### config.mk
export PLATFORM = sky130hd
export DESIGN_NAME = sev_seg_decoder
export DESIGN_NICKNAME = d
export VERILOG_FILES = /design/src/rtl/sev_seg_decoder.sv
export SDC_FILE = /design/constraint.sdc
export NUM_CORES = 1
export LEC_CHECK = 0
export CORE_MARGIN = 4
export CORE_UTILIZATION = 45
export CTS_CLUSTER_SIZE = 24
export DETAILED_ROUTE_END_ITERATION = 8
export GPL_ROUTABILITY_DRIVEN = 0
export GPL_TIMING_DRIVEN = 0
export PLACE_DENSITY = 0.73
export SETUP_SLACK_MARGIN = 0.4
export SLEW_MARGIN = 20
export SYNTH_ARGS = -nofsm -noshare
export SYNTH_HDL_FRONTEND = slang
export SYNTH_SLANG_ARGS = --single-unit
### constraint.sdc
create_clock -name clk -period 8.85 [get_ports clk]
set_input_delay 1.77 -clock clk [delete_from_list [all_inputs] [get_ports clk]]
set_output_delay 1.77 -clock clk [all_outputs]
set_load 0.02 [all_outputs]
### src/rtl/sev_seg_decoder.sv
// Seven-segment display reader: debounces four digit buses, decodes them
// to BCD and converts the 4-digit decimal value to binary sequentially.
module sev_seg_decoder #(
  parameter int unsigned STABLE_CYCLES = 4
) (
  input  logic        clk,
  input  logic        rst,
  input  logic [6:0]  sev_seg0,
  input  logic [6:0]  sev_seg1,
  input  logic [6:0]  sev_seg2,
  input  logic [6:0]  sev_seg3,
  output logic [3:0]  bcd0,
  output logic [3:0]  bcd1,
  output logic [3:0]  bcd2,
  output logic [3:0]  bcd3,
  output logic [13:0] count,
  output logic        valid,
  output logic        err
);

  typedef enum logic [1:0] {
    S_WAIT,
    S_DECODE,
    S_CONVERT,
    S_DONE
  } state_t;

  localparam logic [7:0] S_MAX = 8'(STABLE_CYCLES);

  // Returns {ok, digit}; ok is clear for any non-digit code.
  function automatic logic [4:0] seg_dec(input logic [6:0] s);
    logic [4:0] r;
    case (s)
      7'h40:   r = {1'b1, 4'd0};
      7'h79:   r = {1'b1, 4'd1};
      7'h24:   r = {1'b1, 4'd2};
      7'h30:   r = {1'b1, 4'd3};
      7'h19:   r = {1'b1, 4'd4};
      7'h12:   r = {1'b1, 4'd5};
      7'h02:   r = {1'b1, 4'd6};
      7'h78:   r = {1'b1, 4'd7};
      7'h00:   r = {1'b1, 4'd8};
      7'h10:   r = {1'b1, 4'd9};
      default: r = {1'b0, 4'd0};
    endcase
    return r;
  endfunction

  state_t          state;
  state_t          state_nx;
  logic [27:0]     pat;
  logic [27:0]     snap;
  logic [27:0]     last_pat;
  logic [7:0]      stab;
  logic            stable;
  logic            seen;
  logic [3:0][3:0] dv;
  logic [3:0]      dok;
  logic [3:0][3:0] dig;
  logic [13:0]     acc;
  logic [13:0]     acc_nx;
  logic [1:0]      idx;
  logic            do_decode;
  logic            do_step;
  logic            do_load;

  assign pat    = {sev_seg3, sev_seg2, sev_seg1, sev_seg0};
  assign stable = (stab == S_MAX);
  assign acc_nx = (acc << 3) + (acc << 1)
                + {10'd0, dig[idx]};

  always_comb begin
    dv  = '0;
    dok = '0;
    for (int i = 0; i < 4; i++) begin
      {dok[i], dv[i]} = seg_dec(snap[7*i +: 7]);
    end
  end

  // Capture and stability filter run in every state.
  always_ff @(posedge clk or negedge rst) begin
    if (!rst) begin
      snap <= '0;
      stab <= '0;
    end else begin
      snap <= pat;
      if (pat != snap) begin
        stab <= 8'd1;
      end else if (!stable) begin
        stab <= stab + 8'd1;
      end
    end
  end

  always_ff @(posedge clk or negedge rst) begin
    if (!rst) begin
      state <= S_WAIT;
    end else begin
      state <= state_nx;
    end
  end

  always_comb begin
    state_nx = state;
    unique case (state)
      S_WAIT: begin
        if (stable && (!seen || snap != last_pat)) begin
          state_nx = S_DECODE;
        end
      end
      S_DECODE: begin
        state_nx = (&dok) ? S_CONVERT : S_WAIT;
      end
      S_CONVERT: begin
        if (idx == 2'd0) begin
          state_nx = S_DONE;
        end
      end
      S_DONE: begin
        state_nx = S_WAIT;
      end
    endcase
  end

  always_comb begin
    do_decode = (state == S_DECODE);
    do_step   = (state == S_CONVERT);
    do_load   = do_step && (idx == 2'd0);
  end

  // Outputs load on the final accumulate step so valid is
  // visible during the DONE cycle.
  always_ff @(posedge clk or negedge rst) begin
    if (!rst) begin
      last_pat <= '0;
      seen     <= 1'b0;
      dig      <= '0;
      acc      <= '0;
      idx      <= '0;
      count    <= '0;
      bcd0     <= '0;
      bcd1     <= '0;
      bcd2     <= '0;
      bcd3     <= '0;
      valid    <= 1'b0;
      err      <= 1'b0;
    end else begin
      valid <= do_load;
      if (do_decode) begin
        last_pat <= snap;
        seen     <= 1'b1;
        dig      <= dv;
        acc      <= '0;
        idx      <= 2'd3;
        if (!(&dok)) begin
          err <= 1'b1;
        end
      end
      if (do_step) begin
        acc <= acc_nx;
        idx <= idx - 2'd1;
      end
      if (do_load) begin
        count <= acc_nx;
        bcd0  <= dig[0];
        bcd1  <= dig[1];
        bcd2  <= dig[2];
        bcd3  <= dig[3];
        err   <= 1'b0;
      end
    end
  end

endmodule

* Word-level counts from Yosys, hierarchy flattened
Cells that the tools add are included. Widths: inputs -> output; s select.
Word-level totals: input bits 30, latch bits 0, memory bits (read-only) 0, word-level logic and storage cells 103, RAM bits 0, bits in registers 130, output and inout bits 32, memories 0
Operators by class: add/sub/neg operators 4, multipliers 0, divide/modulo/power cells 0, muxes and demuxes 19, magnitude comparators 1, shift operators 0, reduce and logical (&&, ||, !) cells 15, bitwise gates (word level) 0, eq/ne operators 46
Operators by type and width (count):
- $pmux 5 s10 | 4
- $eq 7x5->1 const B | 12
- $eq 7x7->1 const B | 12
- $eq 7x6->1 const B | 8
- $ne 28x28->1 | 2
- $eq 7x2->1 const B | 4
- $logic_not 7->1 | 4
- $mux 13 | 2
- $mux 8 | 2
- $add 14x14->14 | 1
- $add 14x4->14 | 1
- $mux 2 | 5
- $add 8x1->8 const B | 1
- $bmux 4 s2 | 1
- $eq 8x3->1 const B | 1
- $pmux 2 s4 | 1
- $eq 2x2->1 const B | 2
- $logic_not 2->1 | 2
- $mux 4 | 1
- $ne 2x1->1 const B | 2
- $ne 2x2->1 const B | 2
- $reduce_and 2->1 | 2
- $reduce_and 4->1 | 1
- $reduce_bool 2->1 | 2
- other kinds (7) | 10

* Depth between registers and ports, before layout
depth after elaboration 6, depth in mapped cells 12, gate-level depth less buffers 11

* Worst setup path after synthesis
No wires, ideal clock.
path kind reg2reg, start point register idx[0], end point register count[13], library setup time 0.135 ns, data arrival time 3.028 ns, cell stages (with the launch flop) 13, period minus slack after synthesis 3.162 ns, setup slack 5.688 ns, cell sequence dfrtp_1 clkbuf_1 mux4_2 inv_1 fa_1 inv_1 ha_1 a211o_1 o211ai_1 a31oi_1 a311o_1 xnor2_1 o21ai_0
On the way: word-level cells in the longest chain between the ends 3, elaborated cells between the ends (all ways) 5
Ends and longest elaborated chain:
- start: declaration | RTL line 62 | logic [1:0] idx;
- start signal: assignment | RTL line 161 | idx <= idx - 2'd1;
- $bmux 4 s2 | RTL line 70 | + {10'd0, dig[idx]};
- $mux 4 (implied by the code) | RTL line 70
- $add 14x4->14 | RTL line 70
- end signal: assignment | RTL line 164 | count <= acc_nx;
- end: declaration | RTL line 16 | output logic [13:0] count,
Parallel ways exist; a longest one is shown, timed or not. The select of a mux whose other input is x is not followed. A chain may end at the register's enable or synchronous reset.

* Final worst setup path
Same ends and word-level chain as after synthesis.

==> flow_results.xml <==
<?xml version="1.0" encoding="UTF-8"?>
<metrics>
  <group name="floorplanning">
    <metric name="die_area" unit="sq um">17000</metric>
    <metric name="die_height" unit="um">130</metric>
    <metric name="start_util" unit="%">46.1</metric>
    <metric name="fp.dieW" unit="um">130</metric>
    <metric name="io_count" unit="">62</metric>
    <metric name="row_count" unit="">44</metric>
    <metric name="design.core.area" unit="sq um">14600</metric>
  </group>
  <group name="run_status">
    <metric name="result_of_the_run" unit="">finished clean</metric>
  </group>
  <group name="logic_synthesis">
    <metric name="yosys.area_share.xor_xnor" unit="%">9.77</metric>
    <metric name="synthesis.yosys.warnings" unit="">0</metric>
    <metric name="synth_compound_area_share" unit="%">9.91</metric>
    <metric name="synth_flop_cell" unit="">dfrtp_1</metric>
    <metric name="synth_edf_count" unit="">0</metric>
    <metric name="syn_area_per_cell" unit="sq um">10.9</metric>
    <metric name="post_synth_instance_area" unit="sq um">6730</metric>
    <metric name="post_synth_mux_area_share" unit="%">9.69</metric>
    <metric name="synth_nets" unit="">679</metric>
    <metric name="largest_family_of_logic_cells_by_synthesized_area" unit="">simple AND/OR/NAND/NOR gates</metric>
    <metric name="synthSimpleGateAreaFrac" unit="%">11.3</metric>
    <metric name="synth_fa_ha_area_share" unit="%">5.99</metric>
    <metric name="synth.lib_cells_used.distinct" unit="">64</metric>
    <metric name="ys_seq_area_share" unit="%">48.4</metric>
    <metric name="ys_seq_elements" unit="">130</metric>
    <metric name="share_of_synthesized_registers_carrying_an_async_set_or_reset" unit="%">100</metric>
    <metric name="postSynthCellCount" unit="">618</metric>
  </group>
  <group name="power">
    <metric name="switching_share" unit="%">22.2</metric>
    <metric name="p_comb_share" unit="%">6.5</metric>
    <metric name="share_seq_of_total_power" unit="%">44.0</metric>
    <metric name="static-leakage-power" unit="nW">3.58</metric>
    <metric name="cell_internal_pwr" unit="mW">1.07</metric>
    <metric name="power_density" unit="nW/um^2">168</metric>
    <metric name="ir_drop" unit="mV">0.153</metric>
    <metric name="netSwitchingPower" unit="mW">0.305</metric>
    <metric name="power.share.clock" unit="%">49.5</metric>
  </group>
  <group name="clocking">
    <metric name="clk_latency" unit="ns">0.42</metric>
    <metric name="hold_buffers" unit="">0</metric>
    <metric name="cts_repair_resize_count" unit="">0</metric>
    <metric name="postCtsSetupRepairBufs" unit="">0</metric>
    <metric name="cts.sinks" unit="">130</metric>
    <metric name="clk_root_buffer_cell" unit="">clkbuf_16</metric>
    <metric name="cts_made_buffers" unit="">17</metric>
    <metric name="cts_tree" unit="">done</metric>
    <metric name="cts-htree-levels" unit="">4</metric>
    <metric name="clk_pin_slew_worst_paths" unit="ns">0.06</metric>
    <metric name="clockBufferDepth" unit="">2</metric>
  </group>
  <group name="setup_path">
    <metric name="worst_setup_path_start_kind" unit="">register</metric>
    <metric name="worst_ep_arrival_time" unit="ns">3.73</metric>
    <metric name="timing.critical_path.fanout_max" unit="">6</metric>
    <metric name="cp-end-kind" unit="">register</metric>
    <metric name="timing.setup.critical_path_class" unit="">register to register</metric>
    <metric name="worst-endpoint-required" unit="ns">9.13</metric>
  </group>
  <group name="final_layout">
    <metric name="num_antenna_cells" unit="">0</metric>
    <metric name="mostFrequentLayoutCell" unit="">dfrtp_1</metric>
    <metric name="area_growth" unit="%">21.7</metric>
    <metric name="drive_above_1_share" unit="%">15.0</metric>
    <metric name="final_cell_area" unit="sq um">8180</metric>
    <metric name="n_fill_cell" unit="">1200</metric>
    <metric name="top_library_cells_by_usage_in_the_layout_fill_and_taps_aside" unit="">dfrtp_1 (130), clkdlybuf4s50_1 (60), xnor2_1 (56)</metric>
    <metric name="nets" unit="">760</metric>
    <metric name="utilization" unit="%">56.1</metric>
  </group>
  <group name="global_route">
    <metric name="globalRouteTotalUtil" unit="%">19.2</metric>
    <metric name="first_global_vias" unit="">5242</metric>
    <metric name="wire_length_of_the_first_global_routing_pass" unit="um">25500</metric>
    <metric name="grt_max_degree" unit="">85</metric>
    <metric name="grt_antenna_before_repair" unit="">0</metric>
    <metric name="grt_overflow" unit="">0</metric>
  </group>
  <group name="placed_design">
    <metric name="place.port_buffers" unit="">61</metric>
    <metric name="post-dp-hpwl" unit="um">11300</metric>
    <metric name="pre_cts_setup_slack" unit="ns">5.05</metric>
    <metric name="postPlaceCellArea" unit="sq um">7600</metric>
  </group>
  <group name="timing">
    <metric name="hold_slack" unit="ns">0.480</metric>
    <metric name="max_freq" unit="MHz">290</metric>
    <metric name="grt_setup_unrepaired" unit="">no</metric>
    <metric name="final-max-slew-violation-count" unit="">0</metric>
    <metric name="final-hold-violation-count" unit="">0</metric>
    <metric name="layout_setup_ws" unit="ns">5.40</metric>
    <metric name="layout_worst_path_cycle_share" unit="%">39.0</metric>
    <metric name="report.final.setup_viol" unit="">0</metric>
    <metric name="fin_worst_skew" unit="ns">0.0101</metric>
    <metric name="post-route-min-period" unit="ns">3.45</metric>
    <metric name="setup_tns" unit="ns">0</metric>
    <metric name="slew-limit-headroom" unit="%">59.9</metric>
    <metric name="tightest_slew" unit="ns">0.602</metric>
  </group>
  <group name="routing">
    <metric name="route.detailed.drc" unit="">0</metric>
    <metric name="vias_per_cell" unit="">5.54</metric>
    <metric name="route.vias.total" unit="">4961</metric>
    <metric name="wl_per_cell" unit="um">17.2</metric>
    <metric name="drt_pass1_iterations" unit="">4</metric>
    <metric name="wirelength" unit="um">15400</metric>
    <metric name="drt.antenna.violating_nets" unit="">0</metric>
    <metric name="drtIter0Drc" unit="">293</metric>
  </group>
  <group name="flow_run">
    <metric name="drv.max_cap_violation_count" unit="">0</metric>
  </group>
  <group name="min_path">
    <metric name="hp-class" unit="">register to register</metric>
  </group>
</metrics>
## Yosys cell counts (3+ instances only)
cell / instances / area (sq um)
a211o_1: 3 / 26.3
a21o_1: 3 / 22.5
a21oi_1: 15 / 75.1
a31oi_1: 8 / 50.1
and3_1: 3 / 18.8
buf_1: 4 / 15.0
buf_2: 11 / 55.1
buf_4: 3 / 22.5
clkbuf_1: 23 / 86.3
dfrtp_1: 130 / 3250
ha_1: 29 / 363
inv_1: 36 / 135
mux2_2: 49 / 552
mux4_2: 4 / 90.1
nand2_1: 40 / 150
nand2b_1: 3 / 18.8
nand3_1: 17 / 85.1
nand4_1: 12 / 75.1
nand4b_1: 5 / 43.8
nor2_1: 29 / 109
nor2b_1: 5 / 31.3
nor3_1: 7 / 35.0
nor4_1: 7 / 43.8
o21ai_0: 33 / 165
o22ai_1: 11 / 68.8
o31ai_1: 3 / 22.5
o32ai_1: 3 / 26.3
xnor2_1: 56 / 490
xor2_1: 19 / 166
## through the flow
step	power, mW	instances
final	1.37	896
after global routing	1.42	896
after floorplan	0.660	618
after CTS	1.38	896
after global placement	0.697	863
after detailed placement	0.703	864
## power by group through the flow
stage	Combinational, mW	Sequential [mW]	Clock, mW
2_1_floorplan	0.0471	0.613	0
3_3_place_gp	0.0836	0.614	0
3_5_place_dp	0.0896	0.614	0
5_1_grt	0.0989	0.603	0.722
4_1_cts	0.0904	0.603	0.690
6_report	0.0896	0.603	0.679
## registers in the layout (all words and copies together), names as in the netlist, named ones only
signal / count
last_pat: 28
dig: 16
bcd1: 4
stab: 8
err: 1
bcd0: 4
snap: 28
valid: 1
idx: 2
bcd3: 4
state: 1
seen: 1
bcd2: 4
acc: 13
count: 14
## final timing paths
check	cells after the start	to	start	slack, ns
worst min register to register	1	seen	seen	0.48
worst min-delay path	1	seen	seen	0.48
worst max register to register	12	count[13]	idx[0]	5.40
worst max-delay path	12	count[13]	idx[0]	5.40
max in group asynchronous	2	dig[5]	rst	6.82
min in group asynchronous	1	snap[2]	rst	1.28
## logic make-up (layout without fill, tap and decap cells)
kind of cell | Yosys count | after routing
AND/OR/NAND/NOR | 146 | 146
flip-flops | 130 | 130
AO/OA/AOI/OAI | 103 | 103
buffers and inverters | 79 | 173
XOR/XNOR | 75 | 75
multiplexers | 54 | 54
adder cells (fa/ha/maj) | 31 | 31
## per-layer routing
metal / part of all wire [%] / vias up / track usage (%) / routed length [um]
met5: 0 / - / 0 / 0
met4: 2.0 / 0 / 6.54 / 314
met3: 4.3 / 27 / 4.38 / 654
met2: 51 / 134 / 33.0 / 7830
met1: 43 / 2463 / 23.7 / 6580
li1: - / 2337 / - / -
## worst max-delay path, stage by stage (launching register included)
cell      delay, ns
dfrtp_1        0.32
clkbuf_1       0.32
mux4_2         0.56
inv_1          0.08
fa_1           0.46
inv_1          0.09
ha_1           0.24
a211o_1        0.26
o211ai_1       0.17
a31oi_1        0.20
a311o_1        0.36
xnor2_1        0.16
o21ai_0        0.09
## cell type report
cell class                      instances  area [sq um]  share of cell area [%]
Clock inverter                          8          75.1                   0.917
Buffer                                 43           201                    2.46
Clock buffer                           24           512                    6.25
Multi-Input combinational cell        409          3140                    38.3
Tap cell                              184           230                    2.81
Timing Repair Buffer                   62           639                    7.81
Sequential cell                       130          3250                    39.8
Inverter                               36           135                    1.65
Power figures use the tool's default switching activity.
